[config.mk]
export PLATFORM = sky130hd
export DESIGN_NAME = controller_m
export DESIGN_NICKNAME = d
export VERILOG_FILES = /design/src/rtl/controller_m.sv
export SDC_FILE = /design/constraint.sdc
export NUM_CORES = 1
export LEC_CHECK = 0
export CORE_AREA = 3 3 40 42
export CTS_CLUSTER_SIZE = 30
export DETAILED_ROUTE_END_ITERATION = 16
export DIE_AREA = 0 0 43 45
export GPL_ROUTABILITY_DRIVEN = 1
export PLACE_DENSITY = 0.57
export SYNTH_ARGS = -nofsm -noshare
export SYNTH_HDL_FRONTEND = slang
export SYNTH_SLANG_ARGS = --single-unit
[constraint.sdc]
create_clock -name clk -period 3.5 [get_ports clk]
set_input_delay 1.05 -clock clk [delete_from_list [all_inputs] [get_ports clk]]
set_output_delay 1.05 -clock clk [all_outputs]
set_load 0.005 [all_outputs]
[src/rtl/controller_m.sv]
// Eight-phase instruction sequencer for a simple accumulator CPU.
// Control outputs decode the current phase with the opcode and zero flag.
module controller_m (
    input  logic       clk,
    input  logic       rst_,
    input  logic [2:0] opcode,
    input  logic       zero,
    output logic       mem_rd,
    output logic       load_ir,
    output logic       halt,
    output logic       inc_pc,
    output logic       load_ac,
    output logic       load_pc,
    output logic       mem_wr,
    output logic [2:0] phase
);

    typedef enum logic [2:0] {
        INST_ADDR  = 3'd0,
        INST_FETCH = 3'd1,
        INST_LOAD  = 3'd2,
        IDLE       = 3'd3,
        OP_ADDR    = 3'd4,
        OP_FETCH   = 3'd5,
        ALU_OP     = 3'd6,
        STORE      = 3'd7
    } phase_e;

    localparam logic [2:0] OP_HLT = 3'd0;
    localparam logic [2:0] OP_SKZ = 3'd1;
    localparam logic [2:0] OP_ADD = 3'd2;
    localparam logic [2:0] OP_AND = 3'd3;
    localparam logic [2:0] OP_XOR = 3'd4;
    localparam logic [2:0] OP_LDA = 3'd5;
    localparam logic [2:0] OP_STO = 3'd6;
    localparam logic [2:0] OP_JMP = 3'd7;

    phase_e phase_q, phase_d;
    logic   halted_q, halted_d;
    logic   aluop;
    logic   halt_now;

    assign aluop = (opcode == OP_ADD) || (opcode == OP_AND) ||
                   (opcode == OP_XOR) || (opcode == OP_LDA);

    // Once halted, the sticky flag keeps the halt even if the opcode changes.
    assign halt_now = (phase_q == OP_ADDR) && (halted_q || (opcode == OP_HLT));

    always_ff @(posedge clk or negedge rst_) begin
        if (!rst_) begin
            phase_q  <= INST_ADDR;
            halted_q <= 1'b0;
        end else begin
            phase_q  <= phase_d;
            halted_q <= halted_d;
        end
    end

    always_comb begin
        phase_d  = phase_e'(phase_q + 3'd1);
        halted_d = halted_q;
        if (halt_now) begin
            phase_d  = phase_q;
            halted_d = 1'b1;
        end
    end

    always_comb begin
        mem_rd  = 1'b0;
        load_ir = 1'b0;
        halt    = 1'b0;
        inc_pc  = 1'b0;
        load_ac = 1'b0;
        load_pc = 1'b0;
        mem_wr  = 1'b0;
        case (phase_q)
            INST_ADDR: ;
            INST_FETCH: mem_rd = 1'b1;
            INST_LOAD, IDLE: begin
                mem_rd  = 1'b1;
                load_ir = 1'b1;
            end
            OP_ADDR: begin
                halt   = halt_now;
                inc_pc = !halt_now;
            end
            OP_FETCH: mem_rd = aluop;
            ALU_OP: begin
                mem_rd  = aluop;
                load_ac = aluop;
                inc_pc  = (opcode == OP_SKZ) && zero;
                load_pc = (opcode == OP_JMP);
            end
            STORE: begin
                mem_rd  = aluop;
                load_ac = aluop;
                inc_pc  = (opcode == OP_JMP);
                load_pc = (opcode == OP_JMP);
                mem_wr  = (opcode == OP_STO);
            end
            default: ;
        endcase
    end

    assign phase = phase_q;

endmodule

==> Word-level counts from Yosys, hierarchy flattened <==
Index checks and enable logic that the tools add are counted.
Widths: inputs -> output; s select.
{ "classes": {"add_sub_neg": 1, "eq_ne": 14, "muxes": 7, "reduce_logical": 12} }
{ "ops": {"columns": ["op", "count"], "rows": [
  ["$eq 3x3->1 const B", 8],
  ["$eq 3x2->1 const B", 4],
  ["$eq 3x1->1 const B", 2],
  ["$reduce_or 3->1", 2],
  ["$mux 1", 5],
  ["$logic_or 1x1->1", 4],
  ["$reduce_or 2->1", 2],
  ["$add 3x1->3 const B", 1],
  ["$logic_not 3->1", 1],
  ["$pmux 1 s3", 1],
  ["$logic_and 1x1->1", 2],
  ["$pmux 1 s2", 1],
  ["$logic_not 1->1", 1]
]} }
{ "totals": {"regBits": 4, "input_bits": 6, "output_inout_bits": 10, "elab_cells": 36} }

==> Longest topological paths before layout <==
Gate-level depths: netlist (run 1).
{ "logic_depth": {"ltp_word": 5, "depth_mapped": 5} }

==> Worst setup path after synthesis (run 1) <==
Ideal clock, no wire load.
{ "synth_timing": {"path_kind": "in2out", "from": "in opcode[1]", "to": "out inc_pc", "arrival_ns": 1.608, "t_required_ns": 2.450, "slack_ns": 0.842, "stages": 3, "path_buffers": 0, "cell_sequence": "and3_1 -> o21a_1 -> a221o_1"} }
{ "synth_between": {"elab_chain_len": 5, "word_cells_on_any_way": 8} }
{ "synth_lines": {"columns": ["item", "line_no", "source"], "rows": [
  ["start: declaration", "6", "input logic [2:0] opcode,"],
  ["$logic_not 3->1", "47", "assign halt_now = (phase_q == OP_ADDR) && (halted_q || (opcode == OP_HLT));"],
  ["$logic_or 1x1->1", "47", null],
  ["$logic_and 1x1->1", "47", null],
  ["$logic_not 1->1", "85", "inc_pc = !halt_now;"],
  ["$pmux 1 s3 *", "76", "case (phase_q)"],
  ["end: declaration", "11", "output logic inc_pc,"]
]} }
Mark *: on every way between the ends. The rest lies on a longest branch, timed or not.

==> Final worst setup path (run 1) <==
{ "layout_timing": {"from": "in zero", "to": "out inc_pc"} }
{ "layout_between": {"elab_chain_len": 2} }
{ "layout_lines": {"columns": ["item", "line_no", "source"], "rows": [
  ["start: declaration", "7", "input logic zero,"],
  ["$logic_and 1x1->1", "91", "inc_pc = (opcode == OP_SKZ) && zero;"],
  ["$pmux 1 s3", "76", null]
]} }
No other way between the ends.

==> results of run 1 <==
## report_power, final
part	internal [W]	switching (W)
sequential	0.0000670	0.0000275
clock	0.0000383	0.0000180
combinational	0.000173	0.000112
## final cells by class
cell class              instances  share of cell area
clock buffers                   3              0.0356
inverters                       6              0.0356
multi-input cells              30               0.427
flip-flops and latches          4               0.158
well taps                      15              0.0296
repair buffers                 22               0.314
## final timing paths
check / start / to / slack, ns / depth (start not counted)
setup / recovery: zero / inc_pc / 0.05 / 4
setup reg to reg: phase[0] / phase[1] / 2.04 / 5
hold / removal: halted_q / halted_q / 0.51 / 1
hold reg to reg: halted_q / halted_q / 0.51 / 1
max in group asynchronous: rst_ / phase[0] / 2.33 / 1
min in group asynchronous: rst_ / phase[2] / 1.01 / 1
## placed cells by master, fill, tap and decap left out, types with 3 or more instances in the layout
cell type        instances
dlygate4sd2_1            3
clkdlybuf4s50_1         12
dfrtp_1                  4
inv_1                    6
buf_4                    7
ha_1                     7
clkbuf_4                 3
nor2_1                   3
## sequential cells by signal, summed over array words and instances (netlist names)
register  cells
halted_q      1
phase         3
## kinds of logic after synthesis
group / count (synthesis) / share of synthesized area
flip-flops: 4 / 0.260
AND/OR/NAND/NOR: 12 / 0.208
AO/OA/AOI/OAI: 8 / 0.162
buffers and inverters: 6 / 0.0584
XOR/XNOR: 2 / 0.0455
multiplexers: 1 / 0.0389
adder cells (fa/ha/maj): 7 / 0.227
## routing by layer
metal / GRT usage / vias up
met5: 0 / -
met4: 0.108 / 0
met3: 0.0319 / 4
met2: 0.156 / 9
met1: 0.134 / 163
li1: - / 189
## through the flow
step	util	TNS, ns
3_3_place_gp	0.472	-0.562
6_report	0.493	0
4_1_cts	0.493	0
2_1_floorplan	-	0
5_1_grt	0.493	0
3_5_place_dp	0.472	-0.532
## timing repair
item | 4_1_cts | 5_1_grt
gates resized for setup | 4 | 0
setup buffers | 0 | 0
setup endpoints to repair | 4 | 0
==> impl_results.md, run 1 <==
- Die Wd: 43 um
- CTS root buffer: clkbuf_4
- CTS Buf Count: 3
- Rows: 13
- Skew final: 0.000452 ns
- Worst relative slew slack: 0.837
- Die footprint: 0.00194 mm^2
- Final setup vio count: 0
- Final Max Tran Viols: 0
- Area grow syn2layout: 64.3%
- Synth Warn #: 0
- DRC viols: 0
- Final HPWL DP: 686 um
- CTS sink count: 4
- Layout cells sized above 1: 0.262
- CTS Buffer Depth: 2
- Vias in the first global route: 378
- Leading cell types by count after synthesis: 7 x ha_1, 6 x inv_1, 4 x dfrtp_1
- Inst Count DP: 77
- GRT Overall Usage: 0.111
- Area share of the largest cell type after synthesis: 0.260
- CTS tree: built
- Post-Syn Instances: 40
- Mean Syn Cell Area: 9.63 um^2
- Placed Area: 607 um^2
- Synth Register Bits: 4
- Final wirelength: 861 um
- Worst hold slack: 0.515 ns
- Hold Fails Final Rpt: 0
- Residual overflow from global routing: 0
- Leak: 0.320 nW
- Critical Path Source Type: input pin
- First-pass GRT wire length: 1560 um
- Nets@finish: 80
- Initial drt markers: 6
- Top FF cell, synth: dfrtp_1
- WL met1: 393 um
- Clk Latency, worst-skew pair: 0.23 ns
- Most numerous cell in the Yosys netlist: ha_1
- Slowest stage delay, CP: 0.44 ns
- Status: finished clean
- I/O Pins: 16
- IO buf count: 15
- Initial antenna violation count: 0
- DIE HEIGHT: 45 um
- CP Class: in2out
- Overall power: 0.000436 W
- Post-synthesis sequential area ratio: 0.260
- Final WS setup: 0.0545 ns
- Vias per std cell: 4.56
- Core area: 0.00128 mm^2
- Mapped Area: 385 um^2
- Area leader, netlist: dfrtp_1
- Top cells by area, synth: dfrtp_1 26%, ha_1 23%, inv_1 5.8%, mux2_4 3.9%, and3b_4 3.2%
- Final GP Congestion: 0.662
- CTS Hold Bufs: 0
- Final instance area: 633 um^2
- Final period util: 0.984
- Worst EP arrival: 2.40 ns
- Cells along the critical path: clkdlybuf4s50_1 > a41o_1 > a221o_1 > clkdlybuf4s50_1
- Pin slew with the least headroom to its limit: 0.245 ns
- Antenna-violating nets left: 0
- Max rail drop VDD: 416 uV
- Post-synth EDFFs: 0
- FFs w/ async S/R, synth: 1.00
- RSZ-0062 raised after global routing: no
- Fill count: 138
- Routed wl met3: 43 um
- Area of the multi-input gates: 270 um^2
- Netlist cell types: 24
- CP max FO: 1
- Crit path time final: 3.45 ns
- Register Area: 100 um^2
- Hold Crit Class: reg2reg
- Bufs and invs on worst path: 2
- Cell repeated most along the worst path: clkdlybuf4s50_1
- DR WL met2: 392 um
- Initial Util: 0.300
- Max_cap viols: 0
- CP endpoint kind: output pin
- Top sig layer: met4
- PwrDens: 688 mW/mm^2
- CP max stage cell: clkdlybuf4s50_1
- Largest net degree at the start of global routing: 9
- FMAX: 290 MHz
- Number of H-tree levels: 1
- CP top delay family: buffers and inverters
- Ant. Diodes: 0
- Worst EP required: 2.45 ns
- Clock transition at path regs: 0.04 ns
- Worst slack, placed: -0.202 ns
- Synth Net Count: 53
- Drt first pass iters: 4
- Avg WL per Cell: 10.8 um
- Post-route insts no fill: 80
- Total number of vias: 365
Note: power is estimated with default switching activity, not from simulation.
==> run 2: changes to the inputs <==
--- a/config.mk
+++ b/config.mk
@@ -10,7 +10,9 @@
 export DETAILED_ROUTE_END_ITERATION = 16
 export DIE_AREA = 0 0 43 45
 export GPL_ROUTABILITY_DRIVEN = 1
+export GPL_TIMING_DRIVEN = 1
 export PLACE_DENSITY = 0.57
+export SKIP_CTS_REPAIR_TIMING = 1
 export SYNTH_ARGS = -nofsm -noshare
 export SYNTH_HDL_FRONTEND = slang
 export SYNTH_SLANG_ARGS = --single-unit
==> impl_results.md, run 2 (synthesis gave the netlist of run 1 again) <==
- Crit path time final: 3.45 ns
- CTS tree: built
- Final Max Tran Viols: 0
- PwrDens: 678 mW/mm^2
- Final GP Congestion: 0.662
- CTS Buffer Depth: 2
- Most frequent cells in the layout: 12 x clkdlybuf4s50_1, 7 x ha_1, 7 x buf_4
- Leak: 0.343 nW
- Ant. Diodes: 0
- Die footprint: 0.00194 mm^2
- RSZ-0062 raised after global routing: no
- Hold Crit Class: reg2reg
- Worst relative slew slack: 0.836
- Pin slew with the least headroom to its limit: 0.246 ns
- Finished Core Util: 0.501
- Worst EP required: 2.45 ns
- IO buf count: 15
- Initial antenna violation count: 0
- Most common cell after layout, fill and taps aside: clkdlybuf4s50_1
- Final wirelength: 865 um
- CP endpoint kind: output pin
- Hold path depth: 1
- CP max stage cell: clkdlybuf4s50_1
- Worst EP arrival: 2.40 ns
- GRT Overall Usage: 0.109
- Rows: 13
- FMAX: 290 MHz
- CTS root buffer: clkbuf_4
- Hold Fails Final Rpt: 0
- R2r setup slk: 2.04 ns
- Final period util: 0.984
- Worst path depth: 4
- CP Launch Point: zero
- Vias per std cell: 4.51
- CTS Buf Count: 3
- Skew final: 0.000452 ns
- Residual overflow from global routing: 0
- Cells along the critical path: clkdlybuf4s50_1 > a41o_1 > a221o_1 > clkdlybuf4s50_1
- Reg-to-Reg End: phase[1]
- Largest net degree at the start of global routing: 9
- Critical Path Source Type: input pin
- Bufs and invs on worst path: 2
- Max rail drop VDD: 417 uV
- Clk Latency, worst-skew pair: 0.23 ns
- DIE HEIGHT: 45 um
- Cell repeated most along the worst path: clkdlybuf4s50_1
- Slowest stage delay, CP: 0.44 ns
- Vias in the first global route: 365
- Start of the worst register-to-register path: phase[0]
- Total number of vias: 361
- End point of the critical path: inc_pc
- Final WS setup: 0.0546 ns
- CP Class: in2out
- Status: finished clean
- CP top delay family: buffers and inverters
- R2R depth: 5
- Nets@finish: 80
- Max_cap viols: 0
- Final HPWL DP: 686 um
- Number of H-tree levels: 1
- Area grow syn2layout: 67.2%
- CP max FO: 1
- First-pass GRT wire length: 1530 um
- DRC viols: 0
- I/O Pins: 16
- Drt first pass iters: 4
- Antenna-violating nets left: 0
- Final setup vio count: 0
- Avg WL per Cell: 10.8 um
- CTS sink count: 4
- Die Wd: 43 um
- Layout cells sized above 1: 0.262
- Initial Util: 0.300
- Max FFs per register: 3
- Core area: 0.00128 mm^2
- Initial drt markers: 8
- Clock transition at path regs: 0.04 ns
- Overall power: 0.000437 W
- Worst slack, placed: -0.202 ns
[run 2: cell type report]
type	instances	area [um^2]
Fill cell	137	641
Sequential cell	4	100
Multi-Input combinational cell	30	270
Clock buffer	3	22.5
Timing Repair Buffer	22	210
Inverter	6	22.5
Tap cell	15	18.8
[run 2: per-stage QoR]
step                      std cells  TNS [ns]  hold slack, ns  cell area, um^2
after floorplan                  40         0           0.471              385
after global placement           77    -0.562           0.497              607
after CTS                        80    -0.566           0.512              629
final                            80         0           0.515              644
after global routing             80         0           0.573              644
after detailed placement         77    -0.532           0.493              607
[run 2: worst register-to-register path, cell delays in order (launching register included)]
cell and delay (ns):
dfrtp_1 0.40, inv_1 0.15, ha_1 0.21, o211ai_2 0.11
buf_4 0.18, mux2_4 0.29
[run 2: how the worst min path moves through the flow]
stage	endpoint	startpoint	slack, ns
2_1_floorplan	halted_q	halted_q	0.47
3_3_place_gp	halted_q	halted_q	0.50
3_5_place_dp	halted_q	halted_q	0.49
4_1_cts	halted_q	halted_q	0.51
5_1_grt	halted_q	halted_q	0.57
6_report	halted_q	halted_q	0.51
[run 2: layer usage]
metal | vias up | GRT usage | wire length [um] | part of all wire
met5 | - | 0 | 0 | 0
met4 | 0 | 0.108 | 31 | 0.036
met3 | 4 | 0.0319 | 43 | 0.050
met2 | 9 | 0.147 | 384 | 0.44
met1 | 159 | 0.136 | 406 | 0.47
li1 | 189 | - | - | -
[run 2: report_power, final]
group	internal [W]	switching (W)	total (W)
clock	0.0000383	0.0000180	0.0000563
sequential	0.0000670	0.0000275	0.0000945
combinational	0.000174	0.000112	0.000286
